[src/rtl/rv32i_pkg.sv]
// Shared RV32I fetch definitions: fetch FSM states, PC increment and the canonical NOP encoding.
package rv32i_pkg;

    typedef enum logic [1:0] {
        IDLE = 2'd0,
        RUN  = 2'd1,
        HALT = 2'd2
    } fetch_state_t;

    localparam int unsigned ILEN = 4;
    localparam logic [31:0] NOP  = 32'h0000_0013;

endpackage

[src/rtl/fetch_fifo.sv]
// Small in-order queue with synchronous flush; used for the {instr, pc} queue and the PC tag queue.
// The head is read straight from the storage registers and reads as zero when the queue is empty.
module fetch_fifo #(
    parameter int DEPTH = 4,
    parameter int WIDTH = 64
) (
    input  logic                     clk,
    input  logic                     rst,
    input  logic                     flush,
    input  logic                     push,
    input  logic [WIDTH-1:0]         push_data,
    input  logic                     pop,
    output logic [WIDTH-1:0]         head_data,
    output logic                     head_valid,
    output logic [$clog2(DEPTH):0]   count,
    output logic                     full
);

    localparam int AW = $clog2(DEPTH);
    localparam int CW = AW + 1;

    logic [WIDTH-1:0] mem [DEPTH];
    logic [AW-1:0]    wr_ptr;
    logic [AW-1:0]    rd_ptr;
    logic             do_push;
    logic             do_pop;

    assign head_valid = (count != '0);
    assign full       = (count == CW'(DEPTH));
    assign do_pop     = pop && head_valid;
    assign do_push    = push && (!full || do_pop);
    assign head_data  = head_valid ? mem[rd_ptr] : '0;

    always_ff @(posedge clk or posedge rst) begin
        if (rst) begin
            wr_ptr <= '0;
            rd_ptr <= '0;
            count  <= '0;
        end else if (flush) begin
            wr_ptr <= '0;
            rd_ptr <= '0;
            count  <= '0;
        end else begin
            if (do_push) begin
                wr_ptr <= wr_ptr + AW'(1);
            end
            if (do_pop) begin
                rd_ptr <= rd_ptr + AW'(1);
            end
            count <= count + CW'(do_push) - CW'(do_pop);
        end
    end

    // Storage needs no reset: the head is masked while the queue is empty.
    always_ff @(posedge clk) begin
        if (do_push && !flush) begin
            mem[wr_ptr] <= push_data;
        end
    end

    // Callers size their requests so a push never meets a full queue without a pop.
    assert property (@(posedge clk) disable iff (rst) !(push && full && !pop && !flush));

endmodule

[src/rtl/instr_fetch.sv]
// RV32I fetch stage: owns the PC, issues word reads, queues {instr, pc} for decode, handles redirects.
// Optional FETCH_ALIGN_CHECK_EN: a misaligned redirect sets sticky fetch_fault and halts fetching.
module instr_fetch
    import rv32i_pkg::*;
#(
    parameter int                    DATA_WIDTH   = 32,
    parameter int                    FIFO_DEPTH   = 4,
    parameter logic [DATA_WIDTH-1:0] RESET_VECTOR = '0
) (
    input  logic                  clk,
    input  logic                  rst,
    output logic                  imem_req_valid,
    input  logic                  imem_req_ready,
    output logic [DATA_WIDTH-1:0] imem_req_addr,
    input  logic                  imem_rsp_valid,
    input  logic [DATA_WIDTH-1:0] imem_rsp_data,
    output logic                  instr_valid,
    input  logic                  instr_ready,
    output logic [DATA_WIDTH-1:0] instr_data,
    output logic [DATA_WIDTH-1:0] instr_pc,
    input  logic                  redirect_valid,
    input  logic [DATA_WIDTH-1:0] redirect_pc,
    output logic                  fetch_fault
);

    localparam int CW = $clog2(FIFO_DEPTH) + 1;

    fetch_state_t            state;
    fetch_state_t            state_next;
    logic [DATA_WIDTH-1:0]   fetch_pc;
    logic [DATA_WIDTH-1:0]   tag_pc;
    logic [DATA_WIDTH-1:0]   redirect_base;
    logic [CW-1:0]           outstanding;
    logic [CW-1:0]           drop;
    logic [CW-1:0]           q_count;
    logic [CW:0]             in_use;
    logic [2*DATA_WIDTH-1:0] q_head;
    logic                    credit_ok;
    logic                    req_fire;
    logic                    rsp_drop;
    logic                    rsp_take;
    logic                    q_pop;
    logic                    redirect_misaligned;
    logic                    q_full_unused;
    logic                    tag_valid_unused;
    logic                    tag_full_unused;
    logic [CW-1:0]           tag_count_unused;

    // Handshakes are valid/ready: a transfer happens on a rising edge where both are high;
    // a valid request holds its address until accepted, except that a redirect withdraws it.
    assign in_use        = {1'b0, outstanding} + {1'b0, q_count};
    assign credit_ok     = in_use < (CW+1)'(FIFO_DEPTH);
    assign req_fire      = imem_req_valid && imem_req_ready;
    assign rsp_drop      = imem_rsp_valid && (drop != '0);
    assign rsp_take      = imem_rsp_valid && (drop == '0) && (outstanding != '0);
    assign q_pop         = instr_valid && instr_ready;
    assign redirect_base = {redirect_pc[DATA_WIDTH-1:2], 2'b00};
    assign imem_req_addr = fetch_pc;
    assign instr_data    = q_head[2*DATA_WIDTH-1:DATA_WIDTH];
    assign instr_pc      = q_head[DATA_WIDTH-1:0];

`ifdef FETCH_ALIGN_CHECK_EN
    logic fault_q;

    assign redirect_misaligned = redirect_valid && (redirect_pc[1:0] != 2'b00);
    assign fetch_fault         = fault_q;

    always_ff @(posedge clk or posedge rst) begin
        if (rst) begin
            fault_q <= 1'b0;
        end else if (redirect_misaligned) begin
            fault_q <= 1'b1;
        end
    end
`else
    logic redirect_low_unused;

    assign redirect_low_unused = ^redirect_pc[1:0];
    assign redirect_misaligned = 1'b0;
    assign fetch_fault         = 1'b0;
`endif

    always_ff @(posedge clk or posedge rst) begin
        if (rst) begin
            state <= IDLE;
        end else begin
            state <= state_next;
        end
    end

    always_comb begin
        state_next     = state;
        imem_req_valid = 1'b0;
        case (state)
            IDLE:    state_next = RUN;
            RUN:     imem_req_valid = credit_ok && !redirect_valid;
            HALT:    state_next = HALT;
            default: state_next = IDLE;
        endcase
        if (redirect_misaligned) begin
            state_next = HALT;
        end
    end

    always_ff @(posedge clk or posedge rst) begin
        if (rst) begin
            fetch_pc    <= RESET_VECTOR;
            outstanding <= '0;
            drop        <= '0;
        end else if (redirect_valid) begin
            // Everything still in flight (minus a response landing now) belongs to the old path.
            fetch_pc    <= redirect_base;
            outstanding <= '0;
            drop        <= drop + outstanding - CW'(rsp_drop || rsp_take);
        end else begin
            if (req_fire) begin
                fetch_pc <= fetch_pc + DATA_WIDTH'(ILEN);
            end
            outstanding <= outstanding + CW'(req_fire) - CW'(rsp_take);
            if (rsp_drop) begin
                drop <= drop - CW'(1);
            end
        end
    end

    fetch_fifo #(
        .DEPTH (FIFO_DEPTH),
        .WIDTH (2*DATA_WIDTH)
    ) u_instr_q (
        .clk        (clk),
        .rst        (rst),
        .flush      (redirect_valid),
        .push       (rsp_take),
        .push_data  ({imem_rsp_data, tag_pc}),
        .pop        (q_pop),
        .head_data  (q_head),
        .head_valid (instr_valid),
        .count      (q_count),
        .full       (q_full_unused)
    );

    fetch_fifo #(
        .DEPTH (FIFO_DEPTH),
        .WIDTH (DATA_WIDTH)
    ) u_pc_tag_q (
        .clk        (clk),
        .rst        (rst),
        .flush      (redirect_valid),
        .push       (req_fire),
        .push_data  (fetch_pc),
        .pop        (rsp_take),
        .head_data  (tag_pc),
        .head_valid (tag_valid_unused),
        .count      (tag_count_unused),
        .full       (tag_full_unused)
    );

endmodule

[config.mk]
export PLATFORM = sky130hd
export DESIGN_NAME = instr_fetch
export DESIGN_NICKNAME = d
export VERILOG_FILES = /design/src/rtl/rv32i_pkg.sv /design/src/rtl/fetch_fifo.sv /design/src/rtl/instr_fetch.sv
export SDC_FILE = /design/constraint.sdc
export NUM_CORES = 1
export LEC_CHECK = 0
export CAP_MARGIN = 5
export CORE_MARGIN = 2
export CORE_UTILIZATION = 40
export CTS_CLUSTER_SIZE = 14
export DETAILED_ROUTE_END_ITERATION = 10
export GPL_TIMING_DRIVEN = 0
export PLACE_DENSITY = 0.63
export SLEW_MARGIN = 40
export SYNTH_ARGS = -nofsm -noshare
export SYNTH_HDL_FRONTEND = slang
export SYNTH_SLANG_ARGS = --single-unit
[constraint.sdc]
create_clock -name clk -period 5 [get_ports clk]
set_input_delay 0.75 -clock clk [delete_from_list [all_inputs] [get_ports clk]]
set_output_delay 0.75 -clock clk [all_outputs]
set_load 0.005 [all_outputs]
==> qor.yml <==
outcome: "finished clean"
post-route-min-period_ps: 3830
tritoncts: "done"
area_share_of_fa_ha_maj_cells_after_synthesis: 0.0206
timing.clock.skew_ps: 15.3
report.final.setup_viol: 0
worst_skew_pair.late_latency_ps: 560
gr-max-usage-layer: "met2"
remaining_drc_errors: 0
worst-r2r-cell-count: 14
critPathLaunch: "u_instr_q.rd_ptr[1]"
cts.reportedPaths.clkPinSlew_ps: 60
cts.hold.buffers_added: 0
postSynthRegisterBits: 424
hold_depth: 1
cts.htree.levels: 2
num_antenna_cells: 0
ys_async_sr_fraction: 0.123
ir_worst_vdd_uv: 265
worst-r2r-setup-slack_ps: 1470
grt_ovf: 0
max-cap-violations: 0
postCtsResizedCells: 0
final_min_period_over_clock_period: 0.765
timing.critical_path.fanout_max: 10
grt_use_met1: 0.224
synth_mux_area_frac: 0.124
hp-class: "reg2reg"
syn2layout_area_growth_pct: 24.2
worst_ep_arrival_time_ps: 3080
global_route.usage.total: 0.165
tightest_slew_ps: 808
synth_area_per_cell_um2: 18.0
io_buffers: 162
vias_per_cell: 5.07
final-max-slew-violation-count: 0
placedInstanceArea_um2: 19900
cts_buffer_depth: 3
filler_cell_count: 3590
synth_top_family_by_area: "multiplexers"
synth_edf_count: 372
finalWorstSetupSlack_ps: 1170
grt_setup_unrepaired: "no"
synthDominantAreaCellType: "sky130_fd_sc_hd__edfxtp_1"
vias_in_the_first_global_route: 9640
drtAntennaViolNets: 0
grt_first_pass_wirelength_um: 55600
synthXorXnorAreaFrac: 0.00913
endpoint_of_the_worst_hold_path: "state[1]"
synth.area.top_cells: "sky130_fd_sc_hd__edfxtp_1 (65%), sky130_fd_sc_hd__mux4_2 (12%), sky130_fd_sc_hd__dfrtp_1 (7.5%)"
top_cell_type_s_share_of_synthesized_area: 0.647
fmax_ghz: 0.261
dr.pass1.iters: 4
fp.dieH_um: 212
grt_max_degree: 32
final_routed_wirelength_um: 36100
floorplan.rows: 76
critical_path.endpoint_type: "output port"
clock_tree.root_cell: "sky130_fd_sc_hd__clkbuf_16"
startpoint_of_the_tightest_hold_check_path: "state[0]"
share_of_final_layout_standard_cells_stronger_than_drive_strength_1: 0.176
initial_core_util: 0.403
floorplan.core_area_um2: 42900
final_net_count: 1281
synth_compound_area_frac: 0.0256
post_synth_and_or_nand_nor_area_fraction: 0.0800
via_count: 9157
groute.layer.met3.usage: 0.0355
yosysUniqueCellTypes: 55
timing_hold_violations_final: 0
timing.setup.tns_ps: 0
route.detailed.wl_per_inst_um: 20.0
hpwlAfterDp_um: 23500
worst_hold_slack_ps: 423
post-place-ws_ps: 1270
num_io_pins: 169
die_width_um: 212
stdcell_area_um2: 21500
critical_path_class: "reg2out"
antenna_found_initial: 0
slew-limit-headroom: 0.461
totalPowerFinal_mw: 10.4
tritoncts.num_buffers: 46
postSynthCellCount: 958
drt_iter0_markers: 620
cts.sinks: 424
reg2reg_to: "outstanding[2]"
layout.cells.most_common: "sky130_fd_sc_hd__edfxtp_1"
post-cts-setup-buffers: 0
worst_setup_path_start_kind: "flop"
synthesis_warning_total: 0
dieArea_um2: 44900
leading_cell_types_in_the_layout_fill_and_taps_excluded: "sky130_fd_sc_hd__edfxtp_1 (372), sky130_fd_sc_hd__clkdlybuf4s50_1 (162), sky130_fd_sc_hd__mux4_2 (93)"
launch_point_of_the_worst_reg_to_reg_path: "outstanding[1]"
globalRouteMet2Util: 0.270
ys_flop_type: "sky130_fd_sc_hd__edfxtp_1"
synth_area_um2: 17300
ys_seq_area_frac: 0.722
gp_routability_congestion: 0.782
power_density_nw_per_um2: 484
p_leak_nw: 7.13
worstPathRequired_ps: 4250
==> layout make-up <==
cell class,count,area (um2),area share
inverter,28,108,0.00502
tap,585,732,0.0341
clock inverter,21,226,0.0106
multi-input combinational,462,4550,0.212
buffer,50,224,0.0104
timing repair buffer,173,1860,0.0866
sequential,424,12500,0.581
clock buffer,63,1290,0.0600
==> metal layers <==
metal	vias to the layer above	part of all wire	routed length (um)
met1	4622	0.44	16000
met3	58	0.057	2050
met5	-	0	0
li1	4191	-	-
met4	0	0.019	674
met2	286	0.48	17300
==> where the power goes <==
group	leakage, nW	internal [mW]	switching (mW)	total [mW]
Clock	0.731	2.01	1.35	3.37
Sequential	4.04	4.22	0.194	4.42
Combinational	2.36	1.38	1.22	2.59
==> worst max-delay path by stage <==
stage / end / slack (ps) / cells after the start
6_report: instr_data[28] / 1170 / 5
5_1_grt: instr_data[24] / 970 / 5
4_1_cts: instr_data[28] / 1040 / 5
3_5_place_dp: outstanding[2] / 1270 / 13
3_3_place_gp: u_instr_q.mem[0][35] / -460 / 4
2_1_floorplan: u_instr_q.mem[0][10] / 1690 / 4
==> metrics by stage <==
step,std cells,util
floorplan,964,-
global placement,1711,0.458
detailed placement,1722,0.465
CTS,1806,0.500
global route,1806,0.500
finish,1806,0.500
==> worst max-delay path, stage by stage, from the launching register on <==
cell and delay [ps]:
sky130_fd_sc_hd__dfrtp_1 320, sky130_fd_sc_hd__clkbuf_1 500, sky130_fd_sc_hd__clkbuf_1 650, sky130_fd_sc_hd__mux4_2 430, sky130_fd_sc_hd__and2_1 180, sky130_fd_sc_hd__clkdlybuf4s50_1 440
==> flip-flops by register name, summed over array words and instances (netlist names) <==
name	flops
u_instr_q.rd_ptr	2
u_instr_q.mem	252
u_pc_tag_q.count	3
drop	3
outstanding	3
state	2
u_pc_tag_q.mem	120
u_instr_q.wr_ptr	2
u_pc_tag_q.rd_ptr	2
u_instr_q.count	3
imem_req_addr	30
u_pc_tag_q.wr_ptr	2
==> cell usage after synthesis, drive strengths merged, types with 5 or more instances <==
| cell | count |
|---|---|
| edfxtp | 372 |
| nor3 | 11 |
| nor2b | 34 |
| xor2 | 5 |
| nand4 | 10 |
| o311ai | 8 |
| o21ai | 20 |
| inv | 27 |
| a31oi | 7 |
| dfrtp | 52 |
| ha | 22 |
| mux4 | 93 |
| and2 | 73 |
| nand2 | 50 |
| xnor2 | 13 |
| nor2 | 31 |
| o211ai | 7 |
| buf | 22 |
| a21oi | 8 |
| nand3 | 17 |
| clkbuf | 28 |
| or4 | 5 |
==> logic make-up (layout without fill, tap and decap cells) <==
| kind of cell | count (synthesis) | after routing |
|---|---|---|
| XOR/XNOR | 18 | 18 |
| other | 1 | 7 |
| AO/OA/AOI/OAI | 65 | 65 |
| multiplexers | 97 | 97 |
| buffers and inverters | 78 | 335 |
| flip-flops | 424 | 424 |
| AND/OR/NAND/NOR | 249 | 249 |
| adder cells (fa/ha/maj) | 26 | 26 |
Power figures use the tool's default switching activity.
